==> src/rtl/user_write_arbiter_if.sv <==
// Request/beat bundle between the four user ports, the write arbiter and the
// downstream user-locked register.
interface user_write_arbiter_if;
    logic [3:0]  req_valid;
    logic [31:0] req_data;
    logic [3:0]  req_ready;
    logic [1:0]  wr_usr_id;
    logic [7:0]  wr_data;
    logic        wr_valid;

    modport slave (
        input  req_valid, req_data,
        output req_ready, wr_usr_id, wr_data, wr_valid
    );

    modport master (
        output req_valid, req_data,
        input  req_ready, wr_usr_id, wr_data, wr_valid
    );
endinterface

==> src/rtl/user_write_arbiter.sv <==
// Round-robin arbiter feeding one registered (usr_id, data) beat per grant to the
// user-locked register. Optional macro USER_ARB_PRIV_FILTER_EN drops non-PRIV_ID grants.
module user_write_arbiter #(
    parameter logic [1:0]  PRIV_ID     = 2'h2,
    parameter logic [1:0]  IDLE_ID     = 2'h0,
    parameter int unsigned HOLD_CYCLES = 1
) (
    input  logic                 clk,
    input  logic                 rst_n,
    user_write_arbiter_if.slave  bus,
    output logic                 busy,
    output logic [7:0]           deny_cnt
);

    typedef enum logic [1:0] {S_IDLE, S_ISSUE, S_HOLD} state_e;

    if (PRIV_ID == IDLE_ID) begin : g_bad_cfg
        $error("user_write_arbiter: IDLE_ID must differ from PRIV_ID");
    end

    state_e     state_q, state_d;
    logic [1:0] rr_ptr_q, rr_ptr_d;
    logic [3:0] hold_q, hold_d;
    logic       wr_valid_q, wr_valid_d;
    logic [1:0] wr_usr_id_q, wr_usr_id_d;
    logic [7:0] wr_data_q, wr_data_d;

    logic       gnt_found;
    logic [1:0] gnt_idx;
    logic [1:0] cand;
    logic       fwd;

    // First requester at or after rr_ptr, wrapping modulo 4.
    always_comb begin
        gnt_found = 1'b0;
        gnt_idx   = '0;
        cand      = '0;
        for (int unsigned k = 0; k < 4; k++) begin
            cand = rr_ptr_q + 2'(k);
            if (!gnt_found && bus.req_valid[cand]) begin
                gnt_found = 1'b1;
                gnt_idx   = cand;
            end
        end
    end

    assign bus.req_ready = (state_q == S_IDLE && gnt_found) ? (4'b0001 << gnt_idx) : '0;

`ifdef USER_ARB_PRIV_FILTER_EN
    logic [7:0] deny_q, deny_d;
    assign fwd      = (gnt_idx == PRIV_ID);
    assign deny_cnt = deny_q;
`else
    assign fwd      = 1'b1;
    assign deny_cnt = '0;
`endif

    always_comb begin
        state_d     = state_q;
        rr_ptr_d    = rr_ptr_q;
        hold_d      = hold_q;
        wr_valid_d  = wr_valid_q;
        wr_usr_id_d = wr_usr_id_q;
        wr_data_d   = wr_data_q;
`ifdef USER_ARB_PRIV_FILTER_EN
        deny_d      = deny_q;
`endif
        case (state_q)
            S_IDLE: begin
                if (gnt_found) begin
                    rr_ptr_d = gnt_idx + 2'd1;
                    if (fwd) begin
                        wr_valid_d  = 1'b1;
                        wr_usr_id_d = gnt_idx;
                        wr_data_d   = bus.req_data[{gnt_idx, 3'b000} +: 8];
                        state_d     = S_ISSUE;
                    end
`ifdef USER_ARB_PRIV_FILTER_EN
                    else if (deny_q != 8'hFF) begin
                        deny_d = deny_q + 8'd1;
                    end
`endif
                end
            end
            S_ISSUE: begin
                wr_valid_d  = 1'b0;
                wr_usr_id_d = IDLE_ID;
                wr_data_d   = '0;
                if (HOLD_CYCLES > 0) begin
                    hold_d  = 4'(HOLD_CYCLES - 1);
                    state_d = S_HOLD;
                end else begin
                    state_d = S_IDLE;
                end
            end
            S_HOLD: begin
                if (hold_q == '0) begin
                    state_d = S_IDLE;
                end else begin
                    hold_d = hold_q - 4'd1;
                end
            end
            default: state_d = S_IDLE;
        endcase
    end

    // rst_n is active-high despite its name; kept for drop-in compatibility.
    always_ff @(posedge clk) begin
        if (rst_n) begin
            state_q     <= S_IDLE;
            rr_ptr_q    <= '0;
            hold_q      <= '0;
            wr_valid_q  <= 1'b0;
            wr_usr_id_q <= IDLE_ID;
            wr_data_q   <= '0;
`ifdef USER_ARB_PRIV_FILTER_EN
            deny_q      <= '0;
`endif
        end else begin
            state_q     <= state_d;
            rr_ptr_q    <= rr_ptr_d;
            hold_q      <= hold_d;
            wr_valid_q  <= wr_valid_d;
            wr_usr_id_q <= wr_usr_id_d;
            wr_data_q   <= wr_data_d;
`ifdef USER_ARB_PRIV_FILTER_EN
            deny_q      <= deny_d;
`endif
        end
    end

    assign bus.wr_valid  = wr_valid_q;
    assign bus.wr_usr_id = wr_usr_id_q;
    assign bus.wr_data   = wr_data_q;
    assign busy          = (state_q != S_IDLE);

endmodule

==> src/flat_wrapper.sv <==
// flat-port wrapper written by rule: the top's interface ports become plain ports
module user_write_arbiter_flat 
#(
    parameter logic [1:0]  PRIV_ID     = 2'h2,
    parameter logic [1:0]  IDLE_ID     = 2'h0,
    parameter int unsigned HOLD_CYCLES = 1
)
  (clk, rst_n, busy, deny_cnt, bus_req_valid, bus_req_data, bus_req_ready, bus_wr_usr_id, bus_wr_data, bus_wr_valid);
  user_write_arbiter_if bus_i ();
  input  logic clk;
  input  logic rst_n;
  output logic busy;
  output logic [7:0] deny_cnt;
  input wire logic [$bits(bus_i.req_valid)-1:0] bus_req_valid;
  input wire logic [$bits(bus_i.req_data)-1:0] bus_req_data;
  output wire logic [$bits(bus_i.req_ready)-1:0] bus_req_ready;
  output wire logic [$bits(bus_i.wr_usr_id)-1:0] bus_wr_usr_id;
  output wire logic [$bits(bus_i.wr_data)-1:0] bus_wr_data;
  output wire logic [$bits(bus_i.wr_valid)-1:0] bus_wr_valid;
  assign bus_i.req_valid = bus_req_valid;
  assign bus_i.req_data = bus_req_data;
  assign bus_req_ready = bus_i.req_ready;
  assign bus_wr_usr_id = bus_i.wr_usr_id;
  assign bus_wr_data = bus_i.wr_data;
  assign bus_wr_valid = bus_i.wr_valid;
  user_write_arbiter #(.PRIV_ID(PRIV_ID), .IDLE_ID(IDLE_ID), .HOLD_CYCLES(HOLD_CYCLES)) u_core (.clk(clk), .rst_n(rst_n), .bus(bus_i), .busy(busy), .deny_cnt(deny_cnt));
endmodule
==> config.mk <==
export PLATFORM = sky130hd
export DESIGN_NAME = user_write_arbiter_flat
export DESIGN_NICKNAME = d
export VERILOG_FILES = /design/src/rtl/user_write_arbiter_if.sv /design/src/rtl/user_write_arbiter.sv /design/src/flat_wrapper.sv
export SDC_FILE = /design/constraint.sdc
export NUM_CORES = 1
export LEC_CHECK = 0
export CELL_PAD_IN_SITES_DETAIL_PLACEMENT = 1
export CELL_PAD_IN_SITES_GLOBAL_PLACEMENT = 1
export CORE_MARGIN = 5
export CORE_UTILIZATION = 44
export CTS_CLUSTER_DIAMETER = 150
export CTS_CLUSTER_SIZE = 10
export DETAILED_ROUTE_END_ITERATION = 16
export DONT_BUFFER_PORTS = 1
export PLACE_DENSITY = 0.76
export REMOVE_ABC_BUFFERS = 1
export SLEW_MARGIN = 20
export SYNTH_ARGS = -nofsm -noshare
export SYNTH_HDL_FRONTEND = slang
export SYNTH_SLANG_ARGS = --single-unit
==> constraint.sdc <==
create_clock -name clk -period 1.88 [get_ports clk]
set_input_delay 0.376 -clock clk [delete_from_list [all_inputs] [get_ports clk]]
set_output_delay 0.376 -clock clk [all_outputs]
set_load 0.005 [all_outputs]
# [Yosys cells after proc, flatten, opt, wreduce, memory -nomap -nowiden]
# Cells that the tools add are included.
[totals] reg_bits=19 latch_bits=0 ramBits=0 rom_bits=0 inputBits=38 mem_count=0
[classes] addsub=5 multipliers=0 div_mod_pow=0 magnitude_cmp=4 n_eq_ne=5 n_shift=2 muxes=28 n_bitwise=0 n_reduce_logical=16
[ops] op="$shiftx 32x6->8" n=1
[ops] op="$pmux 8 s2" n=1
[ops] op="$mux 2" n=7
[ops] op="$lt 2x3->1 const B" n=4
[ops] op="$mux 1" n=9
[ops] op="$bmux 1 s2" n=4
[ops] op="$mux 4" n=2
[ops] op="$mux 8" n=1
[ops] op="$pmux 4 s2" n=1
[ops] op="$reduce_and 2->1" n=4
[ops] op="$pmux 2 s3" n=1
[ops] op="$reduce_bool 2->1" n=3
[ops] op="$add 2x1->2 const B" n=2
[ops] op="$add 2x2->2 const B" n=2
[ops] op="$logic_and 1x1->1" n=4
[ops] op="$logic_not 4->1" n=1
[ops] op="$ne 2x1->1 const B" n=2
[ops] op="$pmux 2 s2" n=1
[ops] op="$shl 1x2->4 const A" n=1
[ops] op="$sub 4x1->4 const B" n=1
[ops] op="$logic_not 1->1" n=3
[ops] op="$eq 2x1->1 const B" n=1
[ops] op="$eq 2x2->1 const B" n=1
[ops] op="$logic_not 2->1" n=1
[ops] op="2 further kinds" n=2

# [Depth between registers and ports, before layout]
[logic_depth] word_depth=15 mapped_depth=7 ltp_nobuf=7

# [Worst setup path before layout]
# No wires, ideal clock.
[synth_path] kind="input -> output" startpoint="input port bus_req_valid[2]" endpoint="output port bus_req_ready[2]" arrival_time_ns=1.411 slack_ns=0.093 path_stages=6 n_path_buf=0 path_cell_list="nor2b_1 > a221oi_2 > or2_2 > inv_1 > ha_1 > and3_1"
[synth_via] elab_chain_cells=14
[synth_lines] item="start, declared" line="flat_wrapper.sv:14" source="input wire logic [$bits(bus_i.req_valid)-1:0] bus_req_valid;"
[synth_lines] item="$bmux 1 s2" line="user_write_arbiter.sv:40" source="if (!gnt_found && bus.req_valid[cand]) begin"
[synth_lines] item="$mux 1 (implied by the code)" line="user_write_arbiter.sv:40"
[synth_lines] item="$mux 1" line="user_write_arbiter.sv:40"
[synth_lines] item="$logic_not 1->1" line="user_write_arbiter.sv:40"
[synth_lines] item="$logic_and 1x1->1" line="user_write_arbiter.sv:40"
[synth_lines] item="$mux 1" line="user_write_arbiter.sv:40"
[synth_lines] item="$logic_not 1->1" line="user_write_arbiter.sv:40"
[synth_lines] item="$logic_and 1x1->1" line="user_write_arbiter.sv:40"
[synth_lines] item="$mux 1" line="user_write_arbiter.sv:40"
[synth_lines] item="$logic_not 1->1" line="user_write_arbiter.sv:40"
[synth_lines] item="$logic_and 1x1->1" line="user_write_arbiter.sv:40"
[synth_lines] item="$mux 2 / $mux 1 (equally long branches)" line="user_write_arbiter.sv:40"
[synth_lines] item="$shl 1x2->4 / $logic_and 1x1->1 (equally long branches)" line="user_write_arbiter.sv:47" source="assign bus.req_ready = (state_q == S_IDLE && gnt_found) ? (4'b0001 << gnt_idx) : '0;"
[synth_lines] item="$mux 4 (*)" line="user_write_arbiter.sv:47"
[synth_lines] item="end, declared" line="flat_wrapper.sv:16" source="output wire logic [$bits(bus_i.req_ready)-1:0] bus_req_ready;"
# Mark *: on every way between the ends. The rest lies on a longest branch, timed or not. The select of a mux whose other input is x is not followed.

# [Worst setup path in the final report]
[layout_path] startpoint="register u_core.rr_ptr_q[1]" endpoint="output port bus_req_ready[0]"
[layout_via] elab_chain_cells=14
[layout_lines] item="start, declared" line="user_write_arbiter.sv:22" source="logic [1:0] rr_ptr_q, rr_ptr_d;"
[layout_lines] item="start signal, assigned" line="user_write_arbiter.sv:121" source="rr_ptr_q <= rr_ptr_d;"
[layout_lines] item="parallel branches: the longest is 13 deep, another holds $add 2x1->2"
[layout_lines] item="$mux 4 (*)" line="user_write_arbiter.sv:47"
# Every way passes the cells marked *. The select of a mux whose other input is x is not followed.

==> run summary <==
Initial Utilization -> 46.5%
Hold WS -> 0.112 ns
RSZ-0062 raised after global routing -> true
first-pass GRT wire length -> 5.66 mm
filler cell count in the final layout -> 337
switching power -> 396 µW
Num CTS Buffers -> 3
Pins Over Slew Limit -> 0
Synth Cell Area -> 1290 µm²
die area -> 4120 µm²
Worst Hold Launch -> rst_n
RR Endpoint -> u_core.bus.wr_data[1]$_SDFFE_PP0P_
Clock Root Buffer -> clkbuf_4
layout cells sized above 1 -> 33.5%
CTS Sinks -> 19
Final min period -> 1.98 ns
vias in the first global route -> 1178
I/O Buffers -> 0
antenna cell count -> 0
Area growth syn-to-layout -> 14.5%
Yosys reg bits -> 19
Routed WL -> 3.47 mm
WHS Path Cells -> 1
CP Launch Point -> u_core.rr_ptr_q[1]$_SDFFE_PP0P_
total power -> 1.13 mW
1st-iter DRT viols -> 35
die height -> 64.2 µm
Clock Power Share -> 18.6%
path type of the worst setup path -> flip-flop to output pin
register share of total power -> 44.0%
max incr delay on CP -> 0.39 ns
# rows -> 19
combinational share of power -> 37.4%
Critical Path RT -> 1.50 ns
failing checks -> negative setup slack
highest-delay cell along the critical path -> dfxtp_4
Setup WS pre-CTS -> 0.0336 ns
final hold vios -> 0
final worst-path cycle share -> 106%
post-synth top area share -> 29.4%
status -> finished, violations left
number of synthesized flops with an enable pin -> 0
CTS tree -> yes
initial antenna violation count -> 0
Longest Clk Path Bufs -> 2
most common cell in the netlist -> dfxtp_1
largest net degree at the start of global routing -> 19
# H-tree levels -> 1
critical path endpoint -> bus_req_ready[0]
HP Class -> input port to flip-flop
fin worst setup slack -> -0.105 ns
synth warn -> 0
worst skew pair latency -> 0.30 ns
via count -> 1111
critical path arrival -> 1.61 ns
I/O pin total -> 62
post-synth cell types -> 41
power density cells -> 764 nW/µm²
R2R Setup Slk -> 0.15 ns
Syn Inst Count -> 149
die width -> 64.2 µm
CP Cell Sequence -> mux2i_1, o22a_2, and2_4, clkinv_8, ha_4, and3_4
max-cap violations -> 0
Final GP Congestion -> 0.791
Post-route DRC -> 0
Int Pwr -> 736 µW
Peak VDD IR -> 0.527 mV
DP Wirelength -> 2.60 mm
drt pass-1 iters -> 4
total grt overflow -> 0
switch share -> 35.0%
Vias/cell -> 5.79
Layout Nets -> 205
CP endpoint kind -> output pin
Avg Cell Area, Syn -> 8.68 µm²
setup TNS -> -0.339 ns
core area -> 2780 µm²
final setup fails -> 4
fraction of registers with async set or reset after synthesis -> 0%
All-Layer GR Usage -> 17.6%
drt wl/cell -> 18.0 µm
Reg-to-Reg Start -> u_core.rr_ptr_q[1]$_SDFFE_PP0P_
P_leak -> 0.622 nW
ranking of synthesized cells by area -> dfxtp_1 29%, mux2i_1 7.0%, ha_1 4.8%
worst clock skew -> 0.00246 ns
worst reg2reg path depth -> 8
area leader, netlist -> dfxtp_1
CTS clk-pin slew, worst paths -> 0.11 ns
register area share after synthesis -> 29.4%
dominant synthesized flop cell -> dfxtp_1
CP startpoint kind -> flip-flop
Cell Area, Placed -> 1310 µm²
crit path max fanout -> 5
fmax -> 504 MHz
Finished Cell Area -> 1480 µm²
ANT nets after route -> 0
synth cell count leaders -> 19 x dfxtp_1, 13 x nand2_1, 9 x mux2i_1
-- area by class of cell --
class                      count  area, µm²  share of cell area [%]
tap                           31       38.8                    2.62
timing repair buffer          12       90.1                    6.08
sequential                    19        385                    26.0
inverter                       9       48.8                    3.29
clock buffer                   3       22.5                    1.52
multi-input combinational    117        891                    60.1
clock inverter                 1       5.00                   0.338
-- cells in the final DEF (no fill, tap or decap), types with 2 or more instances in the layout --
cell      Yosys  routed
nand2_4       2       2
inv_1         8       6
nor2_1        7       7
nand2_1      13      12
buf_4         8      12
and3_2        8       8
a21boi_0      8       8
nor2_2        2       2
a21oi_1       7       6
o21ai_1       4       4
dfxtp_1      19      17
clkbuf_4      0       3
mux2i_1       9       9
o21ai_0       6       6
nand2b_1      5       4
conb_1        1       8
o211ai_1      6       6
ha_1          5       2
and3_4        0       3
o211ai_2      2       2
nor3_1        2       2
ha_4          0       2
nand3_1       2       2
-- per-stage QoR --
| stage | cells | util (%) |
|---|---|---|
| final | 192 | 53.3 |
| after global routing | 192 | 53.3 |
| after CTS | 189 | 52.5 |
| after detailed placement | 179 | 47.1 |
| after global placement | 179 | 47.1 |
| after floorplan | 145 | - |
-- what timing repair did --
| action | CTS | global route |
|---|---|---|
| pin swaps | 5 | 2 |
| endpoints found under the setup margin | 4 | 5 |
| gates resized for setup | 19 | 0 |
| hold buffers | 0 | 0 |
| setup buffers | 6 | 3 |
-- power by group through the flow --
stage                     combinational, mW  clock [mW]  sequential [mW]
after global routing                  0.463       0.248            0.505
after CTS                             0.402       0.216            0.499
final                                 0.423       0.211            0.498
after detailed placement              0.329           0            0.504
after floorplan                       0.254           0            0.489
after global placement                0.314           0            0.502
-- sequential cells by signal, summed over array words and instances (netlist names) --
signal / cells
u_core.bus.wr_data: 8
u_core.hold_q: 4
u_core.bus.wr_usr_id: 2
u_core.rr_ptr_q: 2
u_core.state_q: 2
u_core.bus.wr_valid: 1
-- worst min-delay path by stage --
stage | end
floorplan | u_core.rr_ptr_q[0]$_SDFFE_PP0P_
global placement | u_core.rr_ptr_q[0]$_SDFFE_PP0P_
detailed placement | u_core.rr_ptr_q[0]$_SDFFE_PP0P_
CTS | u_core.rr_ptr_q[0]$_SDFFE_PP0P_
global route | u_core.rr_ptr_q[0]$_SDFFE_PP0P_
finish | u_core.rr_ptr_q[0]$_SDFFE_PP0P_
-- critical path: cells and delay by family, from the launching register on --
| kind | cells | cell delay [ns] |
|---|---|---|
| muxes | 1 | 0.18 |
| AOI/OAI and AO/OA | 1 | 0.16 |
| DFF | 1 | 0.39 |
| adders and majority gates | 1 | 0.15 |
| buffers and inverters | 1 | 0.07 |
| and+or+nand+nor | 2 | 0.35 |
-- routing by layer --
metal | track usage (%) | share of wire, % | vias up | wire, µm
met2 | 30.2 | 51 | 41 | 1760
met1 | 20.5 | 41 | 526 | 1430
li1 | - | - | 540 | -
met4 | 6.11 | 1.1 | 0 | 38
met5 | 0 | 0 | - | 0
met3 | 5.60 | 6.6 | 4 | 230
-- logic make-up (layout without fill, tap and decap cells) --
group,Yosys count,count (layout),share of synthesized area [%]
multiplexers,9,9,6.96
AO/OA/AOI/OAI,41,41,23.4
XOR/XNOR,1,1,0.677
buffers and inverters,20,25,9.19
AND/OR/NAND/NOR,53,53,25.2
other,1,8,0.290
adder cells (fa/ha/maj),5,5,4.84
flip-flops,19,19,29.4
Note: power is estimated with default switching activity, not from simulation.
==> variant 1 (same settings) <==
`HOLD_CYCLES` is set to 1 in 2 places; all go to 0.
--- a/src/rtl/user_write_arbiter.sv
+++ b/src/rtl/user_write_arbiter.sv
@@ -3,7 +3,7 @@
 module user_write_arbiter #(
     parameter logic [1:0]  PRIV_ID     = 2'h2,
     parameter logic [1:0]  IDLE_ID     = 2'h0,
-    parameter int unsigned HOLD_CYCLES = 1
+    parameter int unsigned HOLD_CYCLES = 0
 ) (
     input  logic                 clk,
     input  logic                 rst_n,
--- a/src/flat_wrapper.sv
+++ b/src/flat_wrapper.sv
@@ -3,7 +3,7 @@
 #(
     parameter logic [1:0]  PRIV_ID     = 2'h2,
     parameter logic [1:0]  IDLE_ID     = 2'h0,
-    parameter int unsigned HOLD_CYCLES = 1
+    parameter int unsigned HOLD_CYCLES = 0
 )
   (clk, rst_n, busy, deny_cnt, bus_req_valid, bus_req_data, bus_req_ready, bus_wr_usr_id, bus_wr_data, bus_wr_valid);
   user_write_arbiter_if bus_i ();
Function: changed (Yosys sat finds a counterexample within 4 cycles, from zero or initial values and one cycle with rst_n high).
==> variant 1 against the unedited design <==
Largest power group is now combinational logic; area after synthesis decreased by 17%; sequential cell count decreased by 6; critical path depth did not move; power fell by 16%; the flow still finishes with violations (setup timing); critical endpoint is now bus_req_ready[3]; register-to-register slack got worse by 60 ps; design area is 19% lower; setup slack got worse by 81 ps; routed wire length fell by 14%; highest routed layer unchanged.
==> variant 1: results <==
metrics = {
    "critical_path": {
        "cp-startpoint": "u_core.rr_ptr_q[0]",
        "ff2ff_setup_slack_ps": 90,
        "endpoint": "bus_req_ready[3]",
        "r2r-end": "u_core.bus.wr_data[2]",
        "arrival_ps": 1690,
        "slowest_delay_ps": 530,
        "cpMaxStageDelayCell": "or4_4",
        "r2r_cells": 6,
    },
    "grt": {
        "gr-usage-all-layers": 0.1763,
        "grt_pass1_wl_um": 4754,
        "grt_max_degree": 17,
    },
    "timing": {
        "setup-violations-final": 4,
        "finalClockSkew_ps": 10.54,
        "post-route-worst-setup-slack_ps": -185.3,
        "setup_tns_ps": -682.0,
    },
    "cts": {
        "post_cts_buffers": 1,
        "post_cts_resized": 17,
        "clock_latency_ps": 270,
    },
    "cells_and_area": {
        "nMultiInputCombCells": 89,
        "nClkBuffers": 4,
        "multiInputGateArea_um2": 765.7,
        "num-fill-cells": 286,
        "inv_count": 3,
        "seq_area_um2": 265.3,
        "final-nonclk-buf-share": 0.07821,
        "drive_gt1_frac": 0.5207,
        "clkCellAreaFrac": 0.02190,
    },
    "pwr": {
        "ir_drop_v": 0.0003898,
        "power_leakage_nw": 0.4609,
        "netSwitchingFraction": 0.3653,
        "combPwrFrac": 0.451,
    },
    "yosys": {
        "synth_seq_cells": 13,
        "ys_seq_area_frac": 0.2416,
        "yosysUniqueCellTypes": 33,
        "yosys-top-cells-area": "dfxtp_1 (24%), a211oi_2 (13%), buf_4 (6.3%), and3_4 (5.2%), ha_1 (4.6%)",
    },
    "detailed_routing": {
        "drtIter0Drc": 24,
        "wl_um": 2984,
    },
    "hold_path": {
        "worstHoldEndpoint": "u_core.bus.wr_usr_id[0]",
    },
    "placement": {
        "hpwl_um": 2223,
        "gp_congestion": 0.7437,
    },
    "run_status": {
        "status": "finished, violations left",
        "failed_checks": "setup timing",
    },
}
## variant 1: kinds of logic after synthesis
group | Yosys count | share of synthesized area
AO/OA/AOI/OAI | 30 | 0.2753
adder cells (fa/ha/maj) | 4 | 0.04646
buffers and inverters | 19 | 0.1452
flip-flops | 13 | 0.2416
other | 1 | 0.003481
AND/OR/NAND/NOR | 47 | 0.2880
## variant 1: through the flow
stage                     worst slack, ps  hold WS [ps]  std cells  area [um^2]
after floorplan                    -381.6         440.6        105        958.4
after global placement             -114.8         442.1        145         1071
after detailed placement           -173.6         445.7        145         1071
after CTS                          -208.6         137.1        150         1162
after global routing               -232.8         136.5        151         1200
final                              -185.3         151.0        151         1200
## variant 1: metal layers
| layer | routed length (um) | track usage | part of all wire |
|---|---|---|---|
| met4 | 25 | 0.06796 | 0.0084 |
| met1 | 1130 | 0.1782 | 0.38 |
| met5 | 0 | 0 | 0 |
| met2 | 1635 | 0.3385 | 0.55 |
| met3 | 194 | 0.04357 | 0.065 |
==> variant 2 (same settings) <==
Made on the original files. Reset style: asynchronous (`rst_n`), changed in one clocked block.
--- a/src/rtl/user_write_arbiter.sv
+++ b/src/rtl/user_write_arbiter.sv
@@ -105,7 +105,7 @@
     end
 
     // rst_n is active-high despite its name; kept for drop-in compatibility.
-    always_ff @(posedge clk) begin
+    always_ff @(posedge clk or posedge rst_n) begin
         if (rst_n) begin
             state_q     <= S_IDLE;
             rr_ptr_q    <= '0;
Behaviour: differs if rst_n is asserted again (counterexample within 4 cycles, from zero or initial values and one cycle with rst_n high); with rst_n held inactive, the same outputs for 10 cycles.
==> variant 2 against the unedited design <==
The flow still finishes with violations (setup timing); worst hold slack worse by 36 ps; die area rose by 2.0%; sequential cell count unchanged; highest routed layer unchanged; area after synthesis up 2.3%; register-to-register slack worse by 30 ps; routed wire length is 0.81% lower; count of clock-buffer cells in the layout is 1 higher; design area shrank 0.51%; sequential share of layout area is 6.2 points higher; maximum frequency shrank 4.0%; setup slack lost 83 ps.
Power is not compared: it rests on default switching activity, and its combinational part moved more than twofold at a synthesized area within 25%.
==> variant 2: results <==
metrics = {
    "timing": {
        "finalClockSkew_ps": 8.829,
        "setup-violations-final": 4,
        "whs_ps": 76.51,
        "post-route-worst-setup-slack_ps": -187.5,
    },
    "grt": {
        "grt_pass1_wl_um": 5554,
        "grt.met3_usage": 0.03640,
    },
    "cts": {
        "post_cts_buffers": 5,
    },
    "pwr": {
        "power_mw": 2.060,
    },
    "detailed_routing": {
        "drtIter0Drc": 29,
    },
    "cells_and_area": {
        "multi_input_area_share": 0.5518,
        "nMultiInputCombCells": 103,
        "inv_count": 10,
        "seq_share": 0.3226,
        "num-fill-cells": 334,
    },
    "yosys": {
        "ys.flop_type": "dfrtp_1",
        "yosys-top-cells-area": "dfrtp_1 (36%), mux2i_1 (13%), o221ai_2 (9.1%), nand2_1 (6.2%), ha_1 (4.7%)",
        "synth_common_cells": "nand2_1 (22), dfrtp_1 (19), mux2i_1 (17)",
        "yosys.area.top_type_share": 0.3592,
        "synth.avg_cell_area_um2": 9.734,
    },
    "critical_path": {
        "endpoint": "bus_req_ready[1]",
        "ff2ff_setup_slack_ps": 120,
        "cp-startpoint": "u_core.rr_ptr_q[1]",
        "r2r_cells": 7,
    },
    "run_status": {
        "failed_checks": "setup timing",
        "status": "finished, violations left",
    },
}
==> variant 2: cell count changes in the layout (fill, tap and decap cells not counted), sizes merged, moves of 3 or more <==
cell    before  now
a21boi       8    0
and3        12    4
buf         12    9
dfrtp        0   19
dfxtp       19    0
mux2i        9   17
nand2       15   25
nor2         9    3
o211ai       8    0
o21ai       10    6
o221ai       0    8
==> variant 2: per-layer routing <==
layer | wire [um] | share of wire
met1 | 1505 | 0.44
met2 | 1717 | 0.50
met3 | 203 | 0.059
met4 | 10 | 0.0029
met5 | 0 | 0
==> variant 2: worst register-to-register path, delay by kind of cell (launching register included) <==
family | cells | cell delay [ps]
AOI/OAI and AO/OA | 2 | 230
buffers and inverters | 2 | 360
DFF | 1 | 440
muxes | 2 | 510
and+or+nand+nor | 1 | 120
==> variant 2: logic make-up after synthesis <==
family	after synthesis	synth area share
other	1	0.002833
and+or+nand+nor	46	0.1853
DFF	19	0.3592
buffers and inverters	21	0.09545
AOI/OAI and AO/OA	27	0.1815
adders and majority gates	5	0.04726
muxes	17	0.1285
